## src/rtl/muldiv_pkg.sv

```systemverilog
// Shared encodings, FSM state type and special-case constants for the
// iterative RV32M multiply/divide unit.
package muldiv_pkg;

  localparam int XLEN_C = 32;

  localparam logic [2:0] F3_MUL    = 3'b000;
  localparam logic [2:0] F3_MULH   = 3'b001;
  localparam logic [2:0] F3_MULHSU = 3'b010;
  localparam logic [2:0] F3_MULHU  = 3'b011;
  localparam logic [2:0] F3_DIV    = 3'b100;
  localparam logic [2:0] F3_DIVU   = 3'b101;
  localparam logic [2:0] F3_REM    = 3'b110;
  localparam logic [2:0] F3_REMU   = 3'b111;

  localparam logic [31:0] DIV_ZERO_Q = 32'hFFFF_FFFF;
  localparam logic [31:0] INT_MIN    = 32'h8000_0000;

  typedef enum logic [1:0] {IDLE, BUSY, DONE} muldiv_state_t;

  // funct3[2] separates the divide family from the multiply family.
  function automatic logic is_div(input logic [2:0] f3);
    return f3[2];
  endfunction

endpackage

```

## src/rtl/ex_muldiv.sv

```systemverilog
// EX-stage RV32M unit: one shift-add / restoring-divide datapath, 32 cycles.
// Optional MULDIV_FAST_MUL_EN gives single-cycle multiplies.
module ex_muldiv
  import muldiv_pkg::*;
#(
  parameter int XLEN = 32
) (
  input  logic            clk,
  input  logic            reset,
  input  logic            start,
  input  logic            flush,
  input  logic [2:0]      funct3,
  input  logic [XLEN-1:0] op_a,
  input  logic [XLEN-1:0] op_b,
  output logic            stall,
  output logic            done,
  output logic [XLEN-1:0] result
);

  muldiv_state_t     state_q;
  logic [5:0]        cnt_q;
  logic [2:0]        f3_q;
  logic              sa_q, sb_q;
  logic [2*XLEN-1:0] acc_q;
  logic [XLEN-1:0]   b_q;
  logic [XLEN-1:0]   result_q;
  logic              done_q;

  // Operand signedness by operation; MUL low bits are sign-agnostic.
  logic a_signed, b_signed, sa, sb;
  logic [XLEN-1:0] abs_a, abs_b;
  assign a_signed = (funct3 == F3_MULH) || (funct3 == F3_MULHSU) ||
                    (funct3 == F3_DIV)  || (funct3 == F3_REM);
  assign b_signed = (funct3 == F3_MULH) || (funct3 == F3_DIV) || (funct3 == F3_REM);
  assign sa    = a_signed & op_a[XLEN-1];
  assign sb    = b_signed & op_b[XLEN-1];
  assign abs_a = sa ? (~op_a + 1'b1) : op_a;
  assign abs_b = sb ? (~op_b + 1'b1) : op_b;

  logic div_zero, div_ovf, special;
  logic [XLEN-1:0] special_res;
  assign div_zero = is_div(funct3) && (op_b == '0);
  assign div_ovf  = ((funct3 == F3_DIV) || (funct3 == F3_REM)) &&
                    (op_a == INT_MIN) && (op_b == '1);
  assign special  = div_zero || div_ovf;
  always_comb begin
    special_res = '0;
    if (div_zero)     special_res = funct3[1] ? op_a : DIV_ZERO_Q;
    else if (div_ovf) special_res = funct3[1] ? '0   : INT_MIN;
  end

  // Multiply step: conditional add into the high half, then shift right.
  logic [XLEN:0]     mul_sum;
  logic [2*XLEN-1:0] mul_nxt;
  assign mul_sum = {1'b0, acc_q[2*XLEN-1:XLEN]} + (acc_q[0] ? {1'b0, b_q} : '0);
  assign mul_nxt = {mul_sum, acc_q[XLEN-1:1]};

  // Divide step: shift remainder:quotient left, trial-subtract the divisor.
  logic [XLEN:0]     rem_sh;
  logic [XLEN+1:0]   diff;
  logic              qbit;
  logic [XLEN-1:0]   new_rem;
  logic [2*XLEN-1:0] div_nxt;
  logic              unused_diff;
  assign rem_sh      = {acc_q[2*XLEN-1:XLEN], acc_q[XLEN-1]};
  assign diff        = {1'b0, rem_sh} - {2'b00, b_q};
  assign qbit        = ~diff[XLEN+1];
  assign new_rem     = qbit ? diff[XLEN-1:0] : rem_sh[XLEN-1:0];
  assign div_nxt     = {new_rem, acc_q[XLEN-2:0], qbit};
  assign unused_diff = diff[XLEN];

  logic [2*XLEN-1:0] acc_nxt, prod;
  logic [XLEN-1:0]   quo, rem, final_res;
  assign acc_nxt = is_div(f3_q) ? div_nxt : mul_nxt;

  always_comb begin
    prod = (sa_q ^ sb_q) ? (~acc_nxt + 1'b1) : acc_nxt;
    quo  = acc_nxt[XLEN-1:0];
    rem  = acc_nxt[2*XLEN-1:XLEN];
    if ((f3_q == F3_DIV) && (sa_q ^ sb_q)) quo = ~quo + 1'b1;
    if ((f3_q == F3_REM) && sa_q)          rem = ~rem + 1'b1;
    case (f3_q)
      F3_MUL:                        final_res = prod[XLEN-1:0];
      F3_MULH, F3_MULHSU, F3_MULHU:  final_res = prod[2*XLEN-1:XLEN];
      F3_DIV, F3_DIVU:               final_res = quo;
      default:                       final_res = rem;
    endcase
  end

`ifdef MULDIV_FAST_MUL_EN
  logic signed [2*XLEN+1:0] fast_p;
  logic [XLEN-1:0]          fast_res;
  logic                     unused_fast;
  assign fast_p      = $signed({sa, op_a}) * $signed({sb, op_b});
  assign fast_res    = (funct3 == F3_MUL) ? fast_p[XLEN-1:0] : fast_p[2*XLEN-1:XLEN];
  assign unused_fast = ^fast_p[2*XLEN+1:2*XLEN];
`endif

  always_ff @(posedge clk or negedge reset) begin
    if (!reset) begin
      state_q  <= IDLE;
      cnt_q    <= '0;
      f3_q     <= '0;
      sa_q     <= 1'b0;
      sb_q     <= 1'b0;
      acc_q    <= '0;
      b_q      <= '0;
      result_q <= '0;
      done_q   <= 1'b0;
    end else begin
      case (state_q)
        IDLE: begin
          done_q <= 1'b0;
          if (start && !flush) begin
            f3_q  <= funct3;
            sa_q  <= sa;
            sb_q  <= sb;
            cnt_q <= '0;
            if (special) begin
              result_q <= special_res;
              done_q   <= 1'b1;
              state_q  <= DONE;
`ifdef MULDIV_FAST_MUL_EN
            end else if (!is_div(funct3)) begin
              result_q <= fast_res;
              done_q   <= 1'b1;
              state_q  <= DONE;
`endif
            end else begin
              // Low half holds the multiplier or the dividend; same layout.
              acc_q   <= {{XLEN{1'b0}}, abs_a};
              b_q     <= abs_b;
              state_q <= BUSY;
            end
          end
        end
        BUSY: begin
          if (flush) begin
            state_q <= IDLE;
          end else begin
            acc_q <= acc_nxt;
            cnt_q <= cnt_q + 6'd1;
            if (cnt_q == 6'd31) begin
              result_q <= final_res;
              done_q   <= 1'b1;
              state_q  <= DONE;
            end
          end
        end
        DONE: begin
          done_q  <= 1'b0;
          state_q <= IDLE;
        end
        default: begin
          done_q  <= 1'b0;
          state_q <= IDLE;
        end
      endcase
    end
  end

  assign stall  = ((state_q == IDLE) && start && !flush) || (state_q == BUSY);
  // A squash arriving in the DONE cycle must not let the result retire.
  assign done   = done_q & ~flush;
  assign result = result_q;

endmodule
```

## config.mk

```make
export PLATFORM = sky130hd
export DESIGN_NAME = ex_muldiv
export DESIGN_NICKNAME = d
export VERILOG_FILES = /design/src/rtl/muldiv_pkg.sv /design/src/rtl/ex_muldiv.sv
export SDC_FILE = /design/constraint.sdc
export NUM_CORES = 1
export LEC_CHECK = 0
export BUFFER_PORTS_ARGS = -buffer_cell sky130_fd_sc_hd__buf_2
export CAP_MARGIN = 20
export CORE_ASPECT_RATIO = 1.5
export CORE_UTILIZATION = 25
export CTS_BUF_LIST = sky130_fd_sc_hd__clkbuf_4 sky130_fd_sc_hd__clkbuf_8 sky130_fd_sc_hd__clkbuf_16
export DETAILED_ROUTE_END_ITERATION = 10
export SLEW_MARGIN = 20
export SYNTH_ARGS = -nofsm -noshare
export SYNTH_HDL_FRONTEND = slang
export SYNTH_SLANG_ARGS = --single-unit
```

## constraint.sdc

```tcl
create_clock -name clk -period 5.68 [get_ports clk]
set_clock_uncertainty 0.1 [all_clocks]
set_input_delay 1.136 -clock clk [delete_from_list [all_inputs] [get_ports clk]]
set_output_delay 1.136 -clock clk [all_outputs]
set_load 0.01 [all_outputs]
```

After elaboration in Yosys (flattened, before gate mapping) --
Cells that the tools add are included.
Cells by class: add/sub/neg operators 8, bitwise logic cells 12, reduce and logical (&&, ||, !) cells 30, muxes and demuxes 35, eq/ne operators 20
Operator list (count):
- 32-bit 2-to-1 mux | 14
- 64-bit 2-to-1 mux | 5
- 32-bit by 1-bit adder with 32-bit output (second input constant) | 4
- 32-bit inverter | 4
- 64-bit case mux with 2 select lines | 1
- 32-bit case mux with 3 select lines | 1
- 64-bit by 1-bit adder with 64-bit output (second input constant) | 1
- 32-bit == test (second input constant) | 2
- 64-bit inverter | 1
- 32-bit case mux with 2 select lines | 1
- 33-bit by 32-bit subtractor with 34-bit output | 1
- 32-bit by 32-bit adder with 33-bit output | 1
- 32-bit zero test | 1
- 3-bit == test (second input constant) | 5
- 6-bit 2-to-1 mux | 2
- 6-bit case mux with 2 select lines | 1
- 2-bit inequality test (second input constant) | 5
- 3-bit by 2-bit == test with 1-bit output (second input constant) | 3
- 1-bit logical AND | 8
- 1-bit logical OR | 8
- 2-bit 2-to-1 mux | 4
- 6-bit by 1-bit adder with 6-bit output (second input constant) | 1
- 3-bit by 1-bit == test with 1-bit output (second input constant) | 2
- 6-bit by 5-bit == test with 1-bit output (second input constant) | 1
- 18 further kinds | 28
Word-level totals: word-level logic and storage cells 114, input bits 71, flip-flop bits (word level) 142, output and inout port bits 34

Longest topological paths before layout --
Gate-level depths: netlist (run 1).
word-level depth 10, depth in mapped cells 22, gate-level depth less buffers 18

Least setup slack after synthesis (run 1) --
OpenSTA, ideal clock, no wires.
path kind flip-flop to flip-flop, start point reg acc_q[41], end point reg result_q[10], in the netlist result[10], arrival 4.736 ns, cell stages (with the launch flop) 20, period minus slack after synthesis 4.918 ns, setup time 0.082 ns, buffers on the path 2, required time 5.498 ns, setup slack 0.762 ns, cell sequence dfrtp_1 -> ha_1 -> a21o_1 -> a311o_1 -> and2_4 -> o31a_1 -> buf_6 -> buf_6 -> o22ai_2 -> ha_1 -> nand2_1 -> nor3_1 -> nand3_1 -> nor4_1 -> nand2_1 -> o21ai_0 -> xnor2_1 -> a221oi_1 -> a211o_1 -> a31oi_1
On the way: cells in the longest elaborated chain, start to end 10, elaborated cells on any way between the ends 18, classes of those cells 5 x add/sub; 9 x mux; 4 x bitwise
Ends and longest elaborated chain:
- from (decl) | RTL line ex_muldiv.sv:24 | logic [2*XLEN-1:0] acc_q;
- from (signal assigned) | RTL line ex_muldiv.sv:131 | acc_q <= {{XLEN{1'b0}}, abs_a};
- from (signal assigned) | RTL line ex_muldiv.sv:141 | acc_q <= acc_nxt;
- 33-bit by 32-bit subtractor with 34-bit output | RTL line ex_muldiv.sv:66 | assign diff = {1'b0, rem_sh} - {2'b00, b_q};
- 32-bit 2-to-1 mux / 1-bit inverter (equally long branches) | RTL line ex_muldiv.sv:68, ex_muldiv.sv:67
- 64-bit 2-to-1 mux (*) | RTL line ex_muldiv.sv:74 | assign acc_nxt = is_div(f3_q) ? div_nxt : mul_nxt;
- 64-bit inverter, or another cell as far along | RTL line ex_muldiv.sv:77 | prod = (sa_q ^ sb_q) ? (~acc_nxt + 1'b1) : acc_nxt;
- 64-bit by 1-bit adder with 64-bit output, or another cell as far along | RTL line ex_muldiv.sv:77
- 64-bit 2-to-1 mux, or another cell as far along | RTL line ex_muldiv.sv:77
- 32-bit case mux with 3 select lines (*) | RTL line ex_muldiv.sv:82 | case (f3_q)
- 32-bit 2-to-1 mux (*) | RTL line ex_muldiv.sv:143 | if (cnt_q == 6'd31) begin
- 32-bit 2-to-1 mux (*) | RTL line ex_muldiv.sv:138 | if (flush) begin
- 32-bit case mux with 2 select lines (*) | RTL line ex_muldiv.sv:111 | case (state_q)
- to (signal assigned) | RTL line ex_muldiv.sv:120 | result_q <= special_res;
- to (signal assigned) | RTL line ex_muldiv.sv:144 | result_q <= final_res;
- to (decl) | RTL line ex_muldiv.sv:26 | logic [XLEN-1:0] result_q;
Mark *: on every way between the ends. The rest lies on a longest branch, timed or not. The select of a mux whose other input is x is not followed. A chain may end at the register's enable or synchronous reset.

Worst setup path after layout (run 1) --
start point reg acc_q[0], end point reg result_q[31], in the netlist result[31]
On the way: cells in the longest elaborated chain, start to end 10, elaborated cells on any way between the ends 16, classes of those cells 4 x add/sub; 9 x mux; 3 x bitwise
Ends and longest elaborated chain:
- 32-bit 2-to-1 mux | RTL line ex_muldiv.sv:55 | assign mul_sum = {1'b0, acc_q[2*XLEN-1:XLEN]} + (acc_q[0] ? {1'b0, b_q} : '0);
- 32-bit by 32-bit adder with 33-bit output | RTL line ex_muldiv.sv:55
- 64-bit 2-to-1 mux (*) | RTL line ex_muldiv.sv:74
- 64-bit inverter, or another cell as far along | RTL line ex_muldiv.sv:77
- 64-bit by 1-bit adder with 64-bit output, or another cell as far along | RTL line ex_muldiv.sv:77
- 64-bit 2-to-1 mux, or another cell as far along | RTL line ex_muldiv.sv:77
- 32-bit case mux with 3 select lines (*) | RTL line ex_muldiv.sv:82
- 32-bit 2-to-1 mux (*) | RTL line ex_muldiv.sv:143
- 32-bit 2-to-1 mux (*) | RTL line ex_muldiv.sv:138
- 32-bit case mux with 2 select lines (*) | RTL line ex_muldiv.sv:111
Marked as above.

==> impl_results.html, run 1 <==
<table>
<tr><th>Metric</th><th>Value</th></tr>
<tr><th colspan="2">Status</th></tr>
<tr><td>Outcome</td><td>completed</td></tr>
<tr><th colspan="2">Routing</th></tr>
<tr><td>Detailed-route wire length</td><td>68,700 µm</td></tr>
<tr><td>Routed via count</td><td>17.6k</td></tr>
<tr><td>Number of design-rule violations left by the first detailed-router iteration</td><td>1,602</td></tr>
<tr><td>Via-per-instance ratio</td><td>5.61</td></tr>
<tr><td>Antenna violation net count after detailed routing</td><td>0</td></tr>
<tr><td>Count of TritonRoute iterations in the first routing pass</td><td>9</td></tr>
<tr><td>Routed wire per std cell</td><td>22.0 µm</td></tr>
<tr><td>Remaining design rule violation count</td><td>0</td></tr>
<tr><th colspan="2">Yosys</th></tr>
<tr><td>Async SR Flop Fraction</td><td>1.00</td></tr>
<tr><td>Seq cells post-synth</td><td>142</td></tr>
<tr><td>Avg Inst Size Synth</td><td>7.24 µm²</td></tr>
<tr><td>Post-synth cell types</td><td>101</td></tr>
<tr><td>Post-synth net total</td><td>2,376</td></tr>
<tr><td>Register area share after synthesis</td><td>0.220</td></tr>
<tr><td>Dominant synthesized flop cell</td><td>sky130_fd_sc_hd__dfrtp_1</td></tr>
<tr><td>Synthesized cell area</td><td>about 16,000 µm²</td></tr>
<tr><td>Post-Syn Instances</td><td>2,233</td></tr>
<tr><td>Synthesis warning total</td><td>0</td></tr>
<tr><td>Number of enable flip-flop cells after synthesis</td><td>0</td></tr>
<tr><th colspan="2">Placed design</th></tr>
<tr><td>Pre-CTS WS</td><td>0.247 ns</td></tr>
<tr><td>Post-DP HPWL</td><td>52,900 µm</td></tr>
<tr><td>Number of port buffers</td><td>104</td></tr>
<tr><td>Routability congestion estimate from global placement</td><td>0.964</td></tr>
<tr><th colspan="2">Floorplanning</th></tr>
<tr><td>Floorplan Core Area</td><td>~64,000 µm²</td></tr>
<tr><td>DIE WIDTH</td><td>about 210 µm</td></tr>
<tr><td>Die height</td><td>313 µm</td></tr>
<tr><td>Area of the die</td><td>around 66,000 µm²</td></tr>
<tr><td>Initial standard-cell utilization of the core</td><td>0.254</td></tr>
<tr><td># IOs</td><td>105</td></tr>
<tr><td>Number of rows in the core area</td><td>113</td></tr>
<tr><th colspan="2">Critical path</th></tr>
<tr><td>Startpoint class of the critical path</td><td>register</td></tr>
<tr><td>Required time at the endpoint of the critical path</td><td>slightly below 6 ns</td></tr>
<tr><td>Critical path, cell by cell</td><td>buf_4, and2_1, ha_1, a21oi_1, o21bai_1, a221o_1, o31ai_1, o2bb2ai_1, xor2_1, a32o_1, nor3b_1, nor4bb_1, buf_4, nand4_2, nor4_2, a311oi_1, o41ai_1</td></tr>
<tr><td>CP Class</td><td>reg2reg</td></tr>
<tr><td>WP data arrival</td><td>about 5.6 ns</td></tr>
<tr><td>Endpoint class of the critical path</td><td>register</td></tr>
<tr><td>Largest stage delay on the critical path</td><td>0.60 ns</td></tr>
<tr><td>Most numerous cell on the critical path</td><td>sky130_fd_sc_hd__buf_4</td></tr>
<tr><td>Slowest cell on the critical path</td><td>sky130_fd_sc_hd__o31ai_1</td></tr>
<tr><td>Cell family with the largest share of critical-path delay</td><td>compound AO/OA/AOI/OAI gates</td></tr>
<tr><td>Crit path buf inv count</td><td>2</td></tr>
<tr><td>Max Fanout on Critical Path</td><td>28</td></tr>
<tr><th colspan="2">Cells and area</th></tr>
<tr><td>Synth-to-layout area growth</td><td>14.3%</td></tr>
<tr><td>Most common cell after layout, fill and taps aside</td><td>sky130_fd_sc_hd__a21oi_1</td></tr>
<tr><td>NumNets Final</td><td>2,454</td></tr>
<tr><td>Diode insertion count for antenna repair</td><td>0</td></tr>
<tr><td>Most used cells in the layout excluding fill and tap cells</td><td>268 x sky130_fd_sc_hd__a21oi_1, 246 x sky130_fd_sc_hd__nand2_1, 220 x sky130_fd_sc_hd__nor2_1, 203 x sky130_fd_sc_hd__o21ai_0, 141 x sky130_fd_sc_hd__dfrtp_1</td></tr>
<tr><td>Fraction of layout cells with a size suffix above 1</td><td>0.128</td></tr>
<tr><th colspan="2">Timing</th></tr>
<tr><td>Worst Tran Pin Value</td><td>1.13 ns</td></tr>
<tr><td>Final Slew Violations</td><td>0</td></tr>
<tr><td>Fin crit period</td><td>5.29 ns</td></tr>
<tr><td>Fmax</td><td>0.189 GHz</td></tr>
<tr><td>Relative slew slack</td><td>0.245</td></tr>
<tr><td>Post-Route Setup TNS</td><td>0 ns</td></tr>
<tr><td>Number of hold-slack violations in the final timing report</td><td>0</td></tr>
<tr><td>Unrepaired setup endpoints after global routing</td><td>no</td></tr>
<tr><td>Final WS setup</td><td>approximately 0.4 ns</td></tr>
<tr><td># setup viols final</td><td>0</td></tr>
<tr><td>Final clock period utilization by the worst path</td><td>0.931</td></tr>
<tr><th colspan="2">Power and ir drop</th></tr>
<tr><td>Peak supply drop</td><td>0.000162 V</td></tr>
<tr><td>Ratio of total power to cell area</td><td>437 nW/µm²</td></tr>
<tr><td>Leakage power</td><td>0.00778 µW</td></tr>
<tr><th colspan="2">Clock network</th></tr>
<tr><td>Cell at the root of the clock tree</td><td>sky130_fd_sc_hd__clkbuf_16</td></tr>
<tr><td>Clock tree sinks</td><td>around 140</td></tr>
<tr><td>CTS-repair resized insts</td><td>0</td></tr>
<tr><td>TritonCTS buffer count</td><td>17</td></tr>
<tr><td># hold bufs at CTS</td><td>0</td></tr>
<tr><td>CTS clock-pin slew for the worst setup and hold paths</td><td>about 0.070 ns</td></tr>
<tr><td>Clock tree from TritonCTS</td><td>yes</td></tr>
<tr><td>Postcts setup bufs</td><td>0</td></tr>
<tr><td>CTS HTree Levels</td><td>4</td></tr>
<tr><td>Clock latency on the worst-skew pair</td><td>0.47 ns</td></tr>
<tr><td>Longest Clk Path Bufs</td><td>2</td></tr>
<tr><th colspan="2">Global route</th></tr>
<tr><td>First-pass GRT wire length</td><td>104,000 µm</td></tr>
<tr><td>Antenna violations before repair</td><td>3</td></tr>
<tr><td>Pin count of the biggest net entering global routing</td><td>between 90 and 100</td></tr>
<tr><td>Vias in the first global route</td><td>17.1k</td></tr>
<tr><td>Total congestion overflow after global routing</td><td>0</td></tr>
<tr><td>Total routing usage reported by global routing</td><td>0.206</td></tr>
<tr><th colspan="2">Hold path</th></tr>
<tr><td>Kind of path behind the tightest hold check</td><td>reg2reg</td></tr>
<tr><th colspan="2">Job</th></tr>
<tr><td>Number of maximum-capacitance violations</td><td>0</td></tr>
</table>
synth_stat cells, drive strengths merged, types with 11 or more instances:
master  instances  area share
nor3           55       0.018
o31ai          25       0.014
o211ai         27       0.013
and3           22      0.0086
nand4          31       0.013
a211oi         15      0.0073
dfrtp         142        0.22
o21ai         213       0.066
nand2b         13      0.0050
nand3          40       0.013
clkbuf        108       0.025
a21o           36       0.017
nor2b          23      0.0089
nand2         250       0.059
o41ai          11      0.0064
xnor2         100       0.054
buf            29      0.0098
a21oi         269       0.084
o22ai          14      0.0058
nor2          222       0.052
nor3b          19      0.0088
ha             70       0.054
a31oi          51       0.021
and2           53       0.021
nor4           14      0.0066
mux2i          30       0.019
a22o           11      0.0060
inv            67       0.016
or3            22      0.0086
xor2           82       0.044
o21a           11      0.0051
layout make-up:
type	count	area [µm²]
repair buffers	196	1240
clock inverters	14	146
flip-flops and latches	142	3560
clock buffers	18	433
fillers	7073	45100
well taps	805	1010
multi-input cells	1887	11800
inverters	67	251
path summary, 6_finish.rpt:
kind,depth (start not counted),startpoint,endpoint,slack (ns)
worst min register to register,2,result[1],result[1],0.38
max in group asynchronous,2,reset,sb_q,3.69
worst max register to register,17,acc_q[0],result[31],0.39
worst max-delay path,17,acc_q[0],result[31],0.39
min in group asynchronous,1,reset,acc_q[27],0.63
worst min-delay path,2,result[1],result[1],0.38
registers in the layout (all words and copies together) (netlist names):
register  cells
state_q       2
sb_q          1
cnt_q         6
b_q          32
sa_q          1
acc_q        64
result       32
f3_q          3
done_q        1
metrics by stage:
stage               cell area (µm²)  cells   util  hold slack (ns)  total power [µW]
global route                  18500   3129  0.290            0.429              8600
detailed placement            17900   3097  0.281            0.376              6750
finish                        18500   3129  0.290            0.381              8070
CTS                           18500   3129  0.290            0.395              7990
global placement              17900   3097  0.281            0.363              6770
floorplan                     16200   2233      -            0.364              5090
layer usage:
layer  GRT usage  share of wire
met1       0.244           0.41
met2       0.357           0.48
met3      0.0262          0.052
met4       0.121          0.059
met5           0        0.00065
logic make-up (layout without fill, tap and decap cells):
kind of cell / count (synthesis) / in the layout / synth area share
XOR/XNOR: 182 / 182 / 0.0986
buffers and inverters: 204 / 295 / 0.0508
AO/OA/AOI/OAI: 799 / 799 / 0.312
multiplexers: 34 / 34 / 0.0214
AND/OR/NAND/NOR: 800 / 800 / 0.241
adder cells (fa/ha/maj): 72 / 72 / 0.0566
flip-flops: 142 / 142 / 0.220
worst reg2reg max path, cell delays in order (launching register included):
cell and delay, ns:
sky130_fd_sc_hd__dfrtp_1 0.50, sky130_fd_sc_hd__buf_4 0.35, sky130_fd_sc_hd__and2_1 0.20, sky130_fd_sc_hd__ha_1 0.28, sky130_fd_sc_hd__a21oi_1 0.38, sky130_fd_sc_hd__o21bai_1 0.14
sky130_fd_sc_hd__a221o_1 0.34, sky130_fd_sc_hd__o31ai_1 0.60, sky130_fd_sc_hd__o2bb2ai_1 0.32, sky130_fd_sc_hd__xor2_1 0.23, sky130_fd_sc_hd__a32o_1 0.23, sky130_fd_sc_hd__nor3b_1 0.30
sky130_fd_sc_hd__nor4bb_1 0.26, sky130_fd_sc_hd__buf_4 0.22, sky130_fd_sc_hd__nand4_2 0.15, sky130_fd_sc_hd__nor4_2 0.18, sky130_fd_sc_hd__a311oi_1 0.09, sky130_fd_sc_hd__o41ai_1 0.32
report_power, final:
group / leakage, µW / internal (µW) / switching, µW
clock: 0.000267 / 649 / 542
sequential: 0.00178 / 1210 / 309
combinational: 0.00574 / 2010 / 3350
total: 0.00778 / 3870 / 4200
(Power assumes the default switching activity.)
==> inputs of run 2 (changes only) <==
--- a/config.mk
+++ b/config.mk
@@ -8,7 +8,7 @@
 export BUFFER_PORTS_ARGS = -buffer_cell sky130_fd_sc_hd__buf_2
 export CAP_MARGIN = 20
 export CORE_ASPECT_RATIO = 1.5
-export CORE_UTILIZATION = 25
+export CORE_UTILIZATION = 35
 export CTS_BUF_LIST = sky130_fd_sc_hd__clkbuf_4 sky130_fd_sc_hd__clkbuf_8 sky130_fd_sc_hd__clkbuf_16
 export DETAILED_ROUTE_END_ITERATION = 10
 export SLEW_MARGIN = 20
==> run 2 against run 1 <==
The run now ends with design-rule violations left; largest cell class unchanged; power rose by 1.2%; utilization is 11 points higher; routed wire length is 2.6% lower; final cell count is 6.1% lower; combinational power rose by 2%; clock power is essentially flat; first-iteration DRC count down 3.5%.
==> impl_results.html, run 2 (synthesis gave the netlist of run 1 again) <==
<table>
<tr><th>Metric</th><th>Value</th></tr>
<tr><th colspan="2">Status</th></tr>
<tr><td>Outcome</td><td>complete, but fails checks</td></tr>
<tr><td>Violated checks</td><td>design-rule violations</td></tr>
<tr><th colspan="2">Timing</th></tr>
<tr><td>Unrepaired setup endpoints after global routing</td><td>no</td></tr>
<tr><td>Final WS setup</td><td>0.214 ns (-0.177 ns)</td></tr>
<tr><td>Fin crit period</td><td>5.47 ns (+0.177 ns)</td></tr>
<tr><td>Number of hold-slack violations in the final timing report</td><td>0 (unchanged)</td></tr>
<tr><td>Relative slew slack</td><td>0.290 (+0.0449)</td></tr>
<tr><td># setup viols final</td><td>0 (unchanged)</td></tr>
<tr><td>Fmax</td><td>0.183 GHz (-3.2%)</td></tr>
<tr><td>Worst Tran Pin Value</td><td>1.06 ns (-0.0624 ns)</td></tr>
<tr><td>Post-Route Setup TNS</td><td>0 ns (unchanged)</td></tr>
<tr><td>Final Slew Violations</td><td>0 (unchanged)</td></tr>
<tr><td>Final clock period utilization by the worst path</td><td>0.962 (+0.0312)</td></tr>
<tr><th colspan="2">Placed design</th></tr>
<tr><td>Post-DP HPWL</td><td>52,400 µm (-0.85%)</td></tr>
<tr><td>Dpl cell area</td><td>17,800 µm² (-0.35%)</td></tr>
<tr><td>Routability congestion estimate from global placement</td><td>0.993 (+3.0%)</td></tr>
<tr><td>Pre-CTS WS</td><td>0.315 ns (+0.0684 ns)</td></tr>
<tr><td>Number of port buffers</td><td>104 (unchanged)</td></tr>
<tr><th colspan="2">Global route</th></tr>
<tr><td>Total congestion overflow after global routing</td><td>0 (unchanged)</td></tr>
<tr><td>First-pass GRT wire length</td><td>103,000 µm (-1.3%)</td></tr>
<tr><td>Antenna violations before repair</td><td>0 (-3)</td></tr>
<tr><td>Total routing usage reported by global routing</td><td>0.285 (+0.0787)</td></tr>
<tr><td>Pin count of the biggest net entering global routing</td><td>60 (-38%)</td></tr>
<tr><td>Vias in the first global route</td><td>17.4k (+1.9%)</td></tr>
<tr><th colspan="2">Critical path</th></tr>
<tr><td>Endpoint class of the critical path</td><td>register</td></tr>
<tr><td>Required time at the endpoint of the critical path</td><td>5.98 ns (+0.04 ns)</td></tr>
<tr><td>WP data arrival</td><td>5.77 ns (+0.22 ns)</td></tr>
<tr><td>CP Class</td><td>reg2reg</td></tr>
<tr><td>Worst R2R Start</td><td>acc_q[53]</td></tr>
<tr><td>Crit Reg-Reg Endpoint</td><td>result[15]</td></tr>
<tr><td>Depth of the most critical reg-to-reg path</td><td>16 (-1)</td></tr>
<tr><td>Startpoint class of the critical path</td><td>register</td></tr>
<tr><td>Setup slack of the worst register-to-register path</td><td>0.21 ns (-0.18 ns)</td></tr>
<tr><td>Max Fanout on Critical Path</td><td>18 (-36%)</td></tr>
<tr><th colspan="2">Power and ir drop</th></tr>
<tr><td>Leakage power</td><td>0.00793 µW (+1.8%)</td></tr>
<tr><td>Ratio of total power to cell area</td><td>444 nW/µm² (+1.6%)</td></tr>
<tr><td>Fraction of power spent switching nets</td><td>0.515 (-0.00570)</td></tr>
<tr><td>Part of the power in the clock network</td><td>0.143 (-0.005)</td></tr>
<tr><td>Pwr Total</td><td>8170 µW (+1.2%)</td></tr>
<tr><td>Total internal power</td><td>3960 µW (+2.4%)</td></tr>
<tr><td>Net switching power figure</td><td>4210 µW (+0.11%)</td></tr>
<tr><td>Proportion of power drawn by flip-flops and latches</td><td>0.187 (-0.002)</td></tr>
<tr><td>Peak supply drop</td><td>0.000188 V (+16%)</td></tr>
<tr><td>Combinational share of power</td><td>0.669 (+0.005)</td></tr>
<tr><th colspan="2">Floorplanning</th></tr>
<tr><td># IOs</td><td>105 (unchanged)</td></tr>
<tr><td>Floorplan Core Area</td><td>45,600 µm² (-28%)</td></tr>
<tr><td>Number of rows in the core area</td><td>96 (-15%)</td></tr>
<tr><td>Initial standard-cell utilization of the core</td><td>0.354 (+0.100)</td></tr>
<tr><td>Die height</td><td>265 µm (-15%)</td></tr>
<tr><td>Area of the die</td><td>47,100 µm² (-28%)</td></tr>
<tr><td>DIE WIDTH</td><td>177 µm (-15%)</td></tr>
<tr><th colspan="2">Routing</th></tr>
<tr><td>Routed wire per std cell</td><td>22.8 µm (+3.7%)</td></tr>
<tr><td>Count of TritonRoute iterations in the first routing pass</td><td>11 (+2)</td></tr>
<tr><td>Remaining design rule violation count</td><td>1 (+1)</td></tr>
<tr><td>Routed via count</td><td>17.6k (+0.28%)</td></tr>
<tr><td>Antenna violation net count after detailed routing</td><td>0 (unchanged)</td></tr>
<tr><td>Via-per-instance ratio</td><td>5.99 (+6.8%)</td></tr>
<tr><td>Number of design-rule violations left by the first detailed-router iteration</td><td>1,546 (-3.5%)</td></tr>
<tr><td>Detailed-route wire length</td><td>66,900 µm (-2.6%)</td></tr>
<tr><th colspan="2">Cells and area</th></tr>
<tr><td>Fraction of layout cells with a size suffix above 1</td><td>0.137 (+0.00874)</td></tr>
<tr><td>Diode insertion count for antenna repair</td><td>0 (unchanged)</td></tr>
<tr><td>Number of flip-flops under the largest register name</td><td>64 (unchanged)</td></tr>
<tr><td>Fill cell total of the finished layout</td><td>4,832 (-32%)</td></tr>
<tr><td>Final Instance Area</td><td>18,400 µm² (-0.39%)</td></tr>
<tr><td>Most flop-heavy register</td><td>acc_q</td></tr>
<tr><td>NumNets Final</td><td>2,481 (+1.1%)</td></tr>
<tr><td>Most used cells in the layout excluding fill and tap cells</td><td>268 x sky130_fd_sc_hd__a21oi_1, 246 x sky130_fd_sc_hd__nand2_1, 220 x sky130_fd_sc_hd__nor2_1, 203 x sky130_fd_sc_hd__o21ai_0, 141 x sky130_fd_sc_hd__dfrtp_1</td></tr>
<tr><td>Most common cell after layout, fill and taps aside</td><td>sky130_fd_sc_hd__a21oi_1</td></tr>
<tr><td>Synth-to-layout area growth</td><td>13.9%</td></tr>
<tr><th colspan="2">Hold path</th></tr>
<tr><td>Worst Hold End</td><td>result[0]</td></tr>
<tr><td>Launch point of the worst hold path</td><td>result[0]</td></tr>
<tr><td>Kind of path behind the tightest hold check</td><td>reg2reg</td></tr>
<tr><td>Cell depth of the worst min-delay path</td><td>2 (unchanged)</td></tr>
<tr><th colspan="2">Clock network</th></tr>
<tr><td>Longest Clk Path Bufs</td><td>2 (unchanged)</td></tr>
<tr><td>Cell at the root of the clock tree</td><td>sky130_fd_sc_hd__clkbuf_16</td></tr>
<tr><td>CTS clock-pin slew for the worst setup and hold paths</td><td>0.07 ns (about the same)</td></tr>
<tr><td>Clock tree sinks</td><td>142 (unchanged)</td></tr>
<tr><td># hold bufs at CTS</td><td>0 (unchanged)</td></tr>
<tr><td>CTS HTree Levels</td><td>4 (unchanged)</td></tr>
<tr><td>Postcts setup bufs</td><td>0 (unchanged)</td></tr>
<tr><td>TritonCTS buffer count</td><td>17 (unchanged)</td></tr>
<tr><td>Clock latency on the worst-skew pair</td><td>0.47 ns (about the same)</td></tr>
<tr><td>CTS-repair resized insts</td><td>0 (unchanged)</td></tr>
<tr><td>Clock tree from TritonCTS</td><td>yes</td></tr>
<tr><th colspan="2">Job</th></tr>
<tr><td>Number of maximum-capacitance violations</td><td>0 (unchanged)</td></tr>
</table>
==> run 2: critical path, cell delays in order, from the launching register on <==
cell	delay (ns)
sky130_fd_sc_hd__dfrtp_1	0.44
sky130_fd_sc_hd__ha_1	0.46
sky130_fd_sc_hd__nand4_1	0.24
sky130_fd_sc_hd__or3_1	0.42
sky130_fd_sc_hd__nor2_1	0.39
sky130_fd_sc_hd__o31a_1	0.79
sky130_fd_sc_hd__nor2_1	0.15
sky130_fd_sc_hd__o31a_1	0.40
sky130_fd_sc_hd__nor4b_2	0.33
sky130_fd_sc_hd__buf_4	0.21
sky130_fd_sc_hd__nand3_2	0.15
sky130_fd_sc_hd__buf_4	0.19
sky130_fd_sc_hd__nor4_1	0.28
sky130_fd_sc_hd__mux2i_1	0.25
sky130_fd_sc_hd__a21oi_1	0.09
sky130_fd_sc_hd__o21ai_0	0.30
sky130_fd_sc_hd__mux2_2	0.22
==> run 2: worst max-delay path by stage <==
stage | startpoint | end | slack [ns]
floorplan | acc_q[41] | result[10] | 0.76
global placement | acc_q[47] | result[15] | 0.40
finish | acc_q[53] | result[15] | 0.21
detailed placement | acc_q[53] | result[15] | 0.32
CTS | acc_q[53] | result[15] | 0.31
global route | acc_q[47] | result[15] | 0.1
==> run 2: layout make-up <==
type,count,area [µm²],share of cell area
clock buffers,18,433,0.0235
clock inverters,14,144,0.00782
inverters,67,251,0.0137
multi-input cells,1887,11800,0.643
flip-flops and latches,142,3560,0.193
well taps,588,736,0.0400
repair buffers,223,1450,0.0785
==> run 2: through the flow <==
step                      utilization  hold WS (ns)  cells
after detailed placement        0.391         0.366   2907
after CTS                       0.403         0.380   2939
after floorplan                     -         0.364   2233
after global routing            0.403         0.421   2939
after global placement          0.391         0.361   2907
final                           0.403         0.376   2939
==> run 2: power by group through the flow <==
stage | Clock (µW) | Sequential [µW] | Combinational [µW]
finish | 1170 | 1530 | 5470
global route | 1220 | 1560 | 5930
CTS | 1180 | 1520 | 5390
detailed placement | 0 | 1540 | 5360
global placement | 0 | 1530 | 5330
floorplan | 0 | 1390 | 3700
==> run 2: layer usage <==
layer  vias to the layer above  global-route usage  routed length, µm
met2                       681               0.515              34100
met3                       186              0.0329               3150
met5                         -                   0                  0
met1                      8419               0.315              25500
met4                         0               0.174               4210
li1                       8323                   -                  -
